--- config.mk ---
export PLATFORM = sky130hd
export DESIGN_NAME = cmd_frame_decoder
export DESIGN_NICKNAME = d
export VERILOG_FILES = /design/src/rtl/cmd_frame_decoder.sv
export SDC_FILE = /design/constraint.sdc
export NUM_CORES = 1
export LEC_CHECK = 0
export ABC_AREA = 1
export ABC_CLOCK_PERIOD_IN_PS = 4100
export CAP_MARGIN = 15
export CORE_UTILIZATION = 61
export CTS_BUF_LIST = sky130_fd_sc_hd__clkbuf_8 sky130_fd_sc_hd__clkbuf_16
export DETAILED_ROUTE_END_ITERATION = 8
export PLACE_DENSITY = 0.79
export SLEW_MARGIN = 30
export SYNTH_ARGS = -nofsm -noshare
export SYNTH_HDL_FRONTEND = slang
export SYNTH_SLANG_ARGS = --single-unit
--- constraint.sdc ---
create_clock -name clk -period 4.1 [get_ports clk]
set_input_delay 0.82 -clock clk [delete_from_list [all_inputs] [get_ports clk]]
set_output_delay 0.82 -clock clk [all_outputs]
set_load 0.02 [all_outputs]
--- src/rtl/cmd_frame_decoder.sv ---
// rtl/cmd_frame_decoder.sv - gap-delimited command frame decoder driving host select, CPU reset and power
module cmd_frame_decoder #(
  parameter int          NCH          = 2,
  parameter int          SELW         = 4,
  parameter int          GAP_CYCLES   = 2000,
  parameter int          RESET_CYCLES = 50000,
  parameter logic [7:0]  HDR0         = 8'hEB,
  parameter logic [7:0]  HDR1         = 8'h90,
  parameter logic [7:0]  TAIL0        = 8'h09,
  parameter logic [7:0]  TAIL1        = 8'hD7,
  parameter logic [7:0]  TARGET       = 8'hAB,
  parameter int          FRAME_LEN    = 8
) (
  input  logic             clk,
  input  logic             rst_n,
  input  logic [7:0]       rx_data,
  input  logic             rx_valid,
  output logic [SELW-1:0]  host_sel,
  output logic             sel_strobe,
  output logic [NCH-1:0]   cpu_rst,
  output logic [NCH-1:0]   pwr_on,
  output logic             frame_ok,
  output logic             frame_err,
  output logic [2:0]       err_code,
  output logic             rx_drop
);

  localparam int CW = $clog2(FRAME_LEN + 2);
  localparam int GW = $clog2(GAP_CYCLES + 1);
  localparam int RW = $clog2(RESET_CYCLES + 1);

  typedef enum logic [1:0] {IDLE, COLLECT, CHECK, EXEC} state_t;

  state_t          state_q;
  logic [7:0]      frame_q [FRAME_LEN];
  logic [CW-1:0]   count_q;
  logic [GW-1:0]   gap_q;
  logic [RW-1:0]   rst_cnt_q [NCH];
  logic [SELW-1:0] host_sel_q;
  logic [NCH-1:0]  pwr_on_q;
  logic            sel_strobe_q, frame_ok_q, frame_err_q, rx_drop_q;
  logic [2:0]      err_code_q;

  logic [7:0]      sum_d;
  logic [3:0]      action_d, ch_d;
  logic [SELW-1:0] ch_sel_d;
  logic            op_ok_d, ch_pwr_d;
  logic [2:0]      err_d;

  always_comb begin
    sum_d = '0;
    for (int i = 2; i <= FRAME_LEN - 3; i++) sum_d = sum_d + frame_q[i];
    action_d = frame_q[4][7:4];
    ch_d     = frame_q[4][3:0];
    ch_sel_d = SELW'(ch_d);
    op_ok_d  = (action_d >= 4'd1) && (action_d <= 4'd5) && (int'(ch_d) < NCH);
    ch_pwr_d = 1'b0;
    for (int i = 0; i < NCH; i++) if (int'(ch_d) == i) ch_pwr_d = pwr_on_q[i];
    // First failing cause wins; ordering matters when several checks fail at once.
    if (count_q < CW'(FRAME_LEN))                                 err_d = 3'd1;
    else if (count_q > CW'(FRAME_LEN))                            err_d = 3'd2;
    else if (frame_q[0] != HDR0 || frame_q[1] != HDR1)            err_d = 3'd3;
    else if (frame_q[FRAME_LEN-2] != TAIL0 ||
             frame_q[FRAME_LEN-1] != TAIL1)                       err_d = 3'd4;
    else if (sum_d != 8'd0)                                       err_d = 3'd5;
    else if (frame_q[3] != TARGET)                                err_d = 3'd6;
    else if (!op_ok_d)                                            err_d = 3'd7;
    else                                                          err_d = 3'd0;
    cpu_rst = '0;
    for (int i = 0; i < NCH; i++) cpu_rst[i] = (rst_cnt_q[i] != '0);
  end

  always_ff @(posedge clk or negedge rst_n) begin
    if (!rst_n) begin
      state_q      <= IDLE;
      count_q      <= '0;
      gap_q        <= '0;
      for (int i = 0; i < FRAME_LEN; i++) frame_q[i] <= '0;
      for (int i = 0; i < NCH; i++) rst_cnt_q[i] <= '0;
      host_sel_q   <= '0;
      pwr_on_q     <= '1;
      sel_strobe_q <= 1'b0;
      frame_ok_q   <= 1'b0;
      frame_err_q  <= 1'b0;
      rx_drop_q    <= 1'b0;
      err_code_q   <= '0;
    end else begin
      sel_strobe_q <= 1'b0;
      frame_ok_q   <= 1'b0;
      frame_err_q  <= 1'b0;
      rx_drop_q    <= 1'b0;
      for (int i = 0; i < NCH; i++)
        if (rst_cnt_q[i] != '0) rst_cnt_q[i] <= rst_cnt_q[i] - RW'(1);
      case (state_q)
        IDLE: if (rx_valid) begin
          frame_q[0] <= rx_data;
          count_q    <= CW'(1);
          gap_q      <= '0;
          state_q    <= COLLECT;
        end
        COLLECT: begin
          if (rx_valid) begin
            for (int i = 0; i < FRAME_LEN; i++)
              if (int'(count_q) == i) frame_q[i] <= rx_data;
            if (count_q <= CW'(FRAME_LEN)) count_q <= count_q + CW'(1);
            gap_q <= '0;
          end else if (gap_q == GW'(GAP_CYCLES - 1)) begin
            state_q <= CHECK;
          end else begin
            gap_q <= gap_q + GW'(1);
          end
        end
        CHECK: begin
          rx_drop_q <= rx_valid;
          if (err_d != 3'd0) begin
            err_code_q  <= err_d;
            frame_err_q <= 1'b1;
            state_q     <= IDLE;
          end else begin
            state_q <= EXEC;
          end
        end
        EXEC: begin
          rx_drop_q  <= rx_valid;
          frame_ok_q <= 1'b1;
          state_q    <= IDLE;
          case (action_d)
            4'h1: begin
              host_sel_q   <= ch_sel_d;
              sel_strobe_q <= 1'b1;
            end
            4'h2: if (ch_sel_d != host_sel_q)
              for (int i = 0; i < NCH; i++)
                if (int'(ch_d) == i) rst_cnt_q[i] <= RW'(RESET_CYCLES);
            4'h3: begin
              for (int i = 0; i < NCH; i++) rst_cnt_q[i] <= RW'(RESET_CYCLES);
              host_sel_q   <= ch_sel_d;
              sel_strobe_q <= 1'b1;
            end
            4'h4: begin
              for (int i = 0; i < NCH; i++)
                if (int'(ch_d) == i) pwr_on_q[i] <= 1'b1;
              if (!ch_pwr_d) begin
                host_sel_q   <= ch_sel_d;
                sel_strobe_q <= 1'b1;
              end
            end
            4'h5: if (ch_sel_d != host_sel_q)
              for (int i = 0; i < NCH; i++)
                if (int'(ch_d) == i) pwr_on_q[i] <= 1'b0;
            default: ;
          endcase
        end
        default: state_q <= IDLE;
      endcase
    end
  end

  assign host_sel   = host_sel_q;
  assign sel_strobe = sel_strobe_q;
  assign pwr_on     = pwr_on_q;
  assign frame_ok   = frame_ok_q;
  assign frame_err  = frame_err_q;
  assign err_code   = err_code_q;
  assign rx_drop    = rx_drop_q;

endmodule

---- Word level (Yosys, flattened, before mapping) ----
Index checks and enable logic that the tools add are counted.
word-level totals
  register bits after elaboration ......... 126
  input port bits ......................... 11
  output and inout port bits .............. 15
  logic and storage cells ................. 156
operators by class
  add/sub/neg operators ................... 7
  magnitude comparators ................... 6
  equality and inequality tests ........... 36
  multiplexer cells ....................... 55
  reduce and logical (&&, ||, !) cells .... 31
operators with widths
  operator                                                               count
  8-bit 2-to-1 mux                                                       9
  16-bit 2-to-1 mux                                                      4
  32-bit 2-to-1 mux                                                      2
  64-bit 2-to-1 mux                                                      1
  32-bit case mux with 2 select lines                                    1
  11-bit 2-to-1 mux                                                      3
  8-bit inequality test, second input constant                           4
  16-bit nonzero test                                                    2
  16-bit by 1-bit subtractor with 16-bit output, second input constant   2
  3-bit AND reduction                                                    10
  8-bit adder                                                            3
  2-bit inequality test, second input constant                           12
  11-bit case mux with 2 select lines                                    1
  3-bit 2-to-1 mux                                                       7
  4-bit by 2-bit equality test with 1-bit output, second input constant  4
  4-bit by 3-bit equality test with 1-bit output, second input constant  4
  4-bit equality test, second input constant                             4
  4-bit 2-to-1 mux                                                       4
  4-bit case mux with 2 select lines                                     2
  8-bit case mux with 2 select lines                                     1
  1-bit 2-to-1 mux                                                       12
  11-bit by 1-bit adder with 11-bit output, second input constant        1
  11-bit equality test, second input constant                            1
  2-bit 2-to-1 mux                                                       5
  27 further kinds                                                       36

---- Logic depth before layout (Yosys ltp) ----
  word-level depth ........................ 13
  mapped depth ............................ 21
  mapped depth without buffers ............ 21

---- Least setup slack after synthesis ----
OpenSTA, ideal clock, no wires.
  kind .................................... flip-flop to flip-flop
  start point ............................. register frame_q[17] (netlist name)
  end point ............................... register err_code_q[2], in the netlist err_code[2]
  setup time .............................. 0.121 ns
  arrival time ............................ 3.021 ns
  required time ........................... 3.979 ns
  path slack .............................. 0.958 ns
  cell stages (with the launch flop) ...... 20
  buffers on the path ..................... 0
  period minus slack after synthesis ...... 3.142 ns
  cells stage by stage .................... dfrtp_1 fa_1 fa_1 ha_1 inv_1 fa_1 xor2_1 nand3_1 nor2_1 nand3_1 nor2_1 nand3_1 nand2_1 nand2_1 nand2_1 inv_2 nand2_1 nand2_2 nand2_1 nand2_1
on the way
  longest elaborated chain between the ends .. 9
ends and longest elaborated chain
  what                           RTL line  source
  start, declared                35        logic [7:0] frame_q [FRAME_LEN];
  8-bit adder *                  52        for (int i = 2; i <= FRAME_LEN - 3; i++) sum_d = sum_d + frame_q[i];
  8-bit nonzero test *           65        else if (sum_d != 8'd0) err_d = 3'd5;
  3-bit 2-to-1 mux *             65
  3-bit 2-to-1 mux *             63        else if (frame_q[FRAME_LEN-2] != TAIL0 ||
  3-bit 2-to-1 mux *             62        else if (frame_q[0] != HDR0 || frame_q[1] != HDR1) err_d = 3'd3;
  3-bit 2-to-1 mux *             61        else if (count_q > CW'(FRAME_LEN)) err_d = 3'd2;
  3-bit 2-to-1 mux *             60        if (count_q < CW'(FRAME_LEN)) err_d = 3'd1;
  3-bit nonzero test             115       if (err_d != 3'd0) begin
  2-bit AND reduction (no line)  -
  end signal, assigned           116       err_code_q <= err_d;
  end, declared                  42        logic [2:0] err_code_q;
Mark *: on every way between the ends. The rest lies on a longest branch, timed or not.
A chain may end at the register's enable or synchronous reset.

---- Final worst setup path ----
Ends and elaborated chain as after synthesis.

==> metrics <==
Critical Path AT about 3900 ps; Die Height 105 um; Register-to-Register Path Depth 21; nets 845; Final min period between 3000 and 4000 ps; Yosys warnings 0; GP Congestion around 0.94; DRT Wirelength ~14000 um; Seq/Total Area, Yosys approximately 49%; fmax 0.289 GHz; max-slew violations 0; Power per Cell Area slightly above 800 mW/mm^2; pin slew with the least headroom to its limit between 700 and 800 ps; Yosys cell types 46; Critical Path RT approximately 4500 ps; H-tree depth 4; post-synthesis cell count 768; post-route cell area between 0.007 and 0.008 mm^2; I/O pin count 26; drt drc 0; initial antenna violation count 0; status completed; crit path kind flop to flop; #FFs+latches synth about 130; worst skew pair latency around 530 ps; First DRT Iteration DRCs around 360; initial core utilization 62.9%; first drt pass iteration count 5; Leak about 3.5 nW; DRT antenna net count 0; Max Root-Sink Buffers 2; Setup Buffers After CTS 0; ant diodes 0; Post-Syn Area per Cell 8.45 um^2; unrepaired setup endpoints after global routing no; Synth top cells by count nand2_1, dfrtp_1, inv_1, nor2_1, o21ai_0; P&R area growth vs syn 14.7%; via count ~5300; Hold Crit Class input port to asynchronous set/reset pin; hpwl dp about 10000 um; maximum vdd drop between 500 and 600 uV; Setup WS post-layout around 640 ps; Mapped Nets 807; Clock Skews just under 10 ps; Die Width about 110 um; ranking of synthesized cells by area dfrtp_1, nand2_1, inv_1; largest area contributor in the netlist dfrtp_1; Yosys top cell area share 47.8%; die area 0.0111 mm^2; synthesized cell area 0.00649 mm^2; Placed Area just under 0.007 mm^2; Critical Path Start Type flop; Reg clk slew, reported paths ~60 ps; grt ovf 0; clock tree from TritonCTS built; port bufs 25; Max FO, Critical Path 4; final setup violating endpoints 0; TritonCTS Buffers 17; Setup TNS 0 ps; CTS root buf clkbuf_8; CP Capture Type flop; vias in the first global route 5266; EDFF count, synth 0; first-pass GRT wire length 24200 um; cts hold-fix bufs 0; Setup WS pre-CTS around 720 ps; Resize count post-CTS 0; top_reg_cell synth dfrtp_1; Hold Fails Final Rpt 0; most common cell in the netlist nand2_1; cell row count 37; Tcrit/Tclk final roughly 85%; Max-Cap Viols 0; Async SR Flop Fraction 100%; largest net degree at the start of global routing 57; clk sinks ~130; Core Box Area 0.0103 mm^2; relative slew slack 51.7%; per-cell routed wire length ~15 um; share of cells above drive strength 1 between 10% and 20%; total track usage between 20% and 30%; vias per cell between 5 and 6
logic make-up after synthesis:
logic type                 synth area share [%]
and+or+nand+nor                            24.5
AOI/OAI and AO/OA                          11.2
DFF                                        48.6
buffers and inverters                      6.78
adders and majority gates                  7.01
xor gates and xnor gates                   1.75
muxes                                     0.154
where the power goes:
group	leakage (nW)	internal (W)	switching [W]
clock	0.267	0.000798	0.000551
sequential	1.63	0.00175	0.000446
combinational	1.65	0.000987	0.00157
layer usage:
metal | wire, um | track usage [%] | share of wire [%] | vias to the layer above
met5 | 0 | 0 | 0 | -
met4 | 292 | 10.1 | 2.1 | 0
met3 | 531 | 6.49 | 3.8 | 24
met2 | 6930 | 47.2 | 50 | 126
met1 | 6180 | 35.2 | 44 | 2515
li1 | - | - | - | 2594
cell type report:
type / instances / area (um^2)
Fill cell: 782 / 2880
Multi-Input combinational cell: 525 / 2900
Inverter: 109 / 409
Clock buffer: 17 / 414
Tap cell: 136 / 170
Clock inverter: 15 / 124
Sequential cell: 126 / 3160
Timing Repair Buffer: 27 / 275
cells in the final DEF, fill, tap and decap left out, drive strengths merged, types with 2 or more instances in the layout:
master,synthesis,routed
nand3b,3,3
o211ai,3,3
clkdlybuf4s50,0,24
o21ai,91,91
or2,3,3
nand4,13,13
a21oi,32,32
nor4,14,14
buf,1,3
dfstp,2,2
dfrtp,124,124
nand3,52,52
nand2,175,175
clkinvlp,0,2
a211oi,3,3
nor2,68,68
clkbuf,7,17
xor2,12,12
fa,14,14
clkinv,1,12
inv,108,109
ha,14,14
nor3,15,15
final timing paths:
path | from | to | slack, ps
min in group clk | err_code[0]$_DFFE_PN0P_ | err_code[0]$_DFFE_PN0P_ | 490
max | frame_q[17]$_DFFE_PN0P_ | err_code[2]$_DFFE_PN0P_ | 640
min | rst_n | rst_cnt_q[5]$_DFF_PN0_ | 360
min reg2reg | err_code[0]$_DFFE_PN0P_ | err_code[0]$_DFFE_PN0P_ | 490
max reg2reg | frame_q[17]$_DFFE_PN0P_ | err_code[2]$_DFFE_PN0P_ | 640
max in group asynchronous | rst_n | frame_q[16]$_DFFE_PN0P_ | 2950
sequential cells by signal, indices dropped and copies added, names as in the netlist, 2 cells and up:
| name | count |
|---|---|
| frame_q | 56 |
| rst_cnt_q | 32 |
| gap_q | 11 |
| action_d | 4 |
| ch_d | 4 |
| count_q | 4 |
| host_sel | 4 |
| err_code | 3 |
| pwr_on | 2 |
| state_q | 2 |
worst max-delay path: stages (launching register included):
cell and delay (ps):
dfrtp_1 400, fa_1 500, fa_1 520, ha_1 190, inv_1 70, fa_1 410, inv_1 90, nand3_1 90
nand2_1 90, nand2_1 50, nand2_1 50, nand3_1 70, nor2_1 170, nand3_1 100, nand2_1 80, nand2_1 60
nand2_1 80, inv_2 40, nand2_1 80, nand2_2 80, nand2_1 70, nand2_1 50
metrics by stage:
step	std cells	utilization (%)	power, W	hold WS [ps]
after floorplan	768	-	0.00403	445
after global placement	923	66.9	0.00456	460
after detailed placement	923	66.9	0.00471	472
after CTS	955	72.1	0.00611	367
after global routing	955	72.1	0.00659	398
final	955	72.1	0.00610	356
Note: power is estimated with default switching activity, not from simulation.
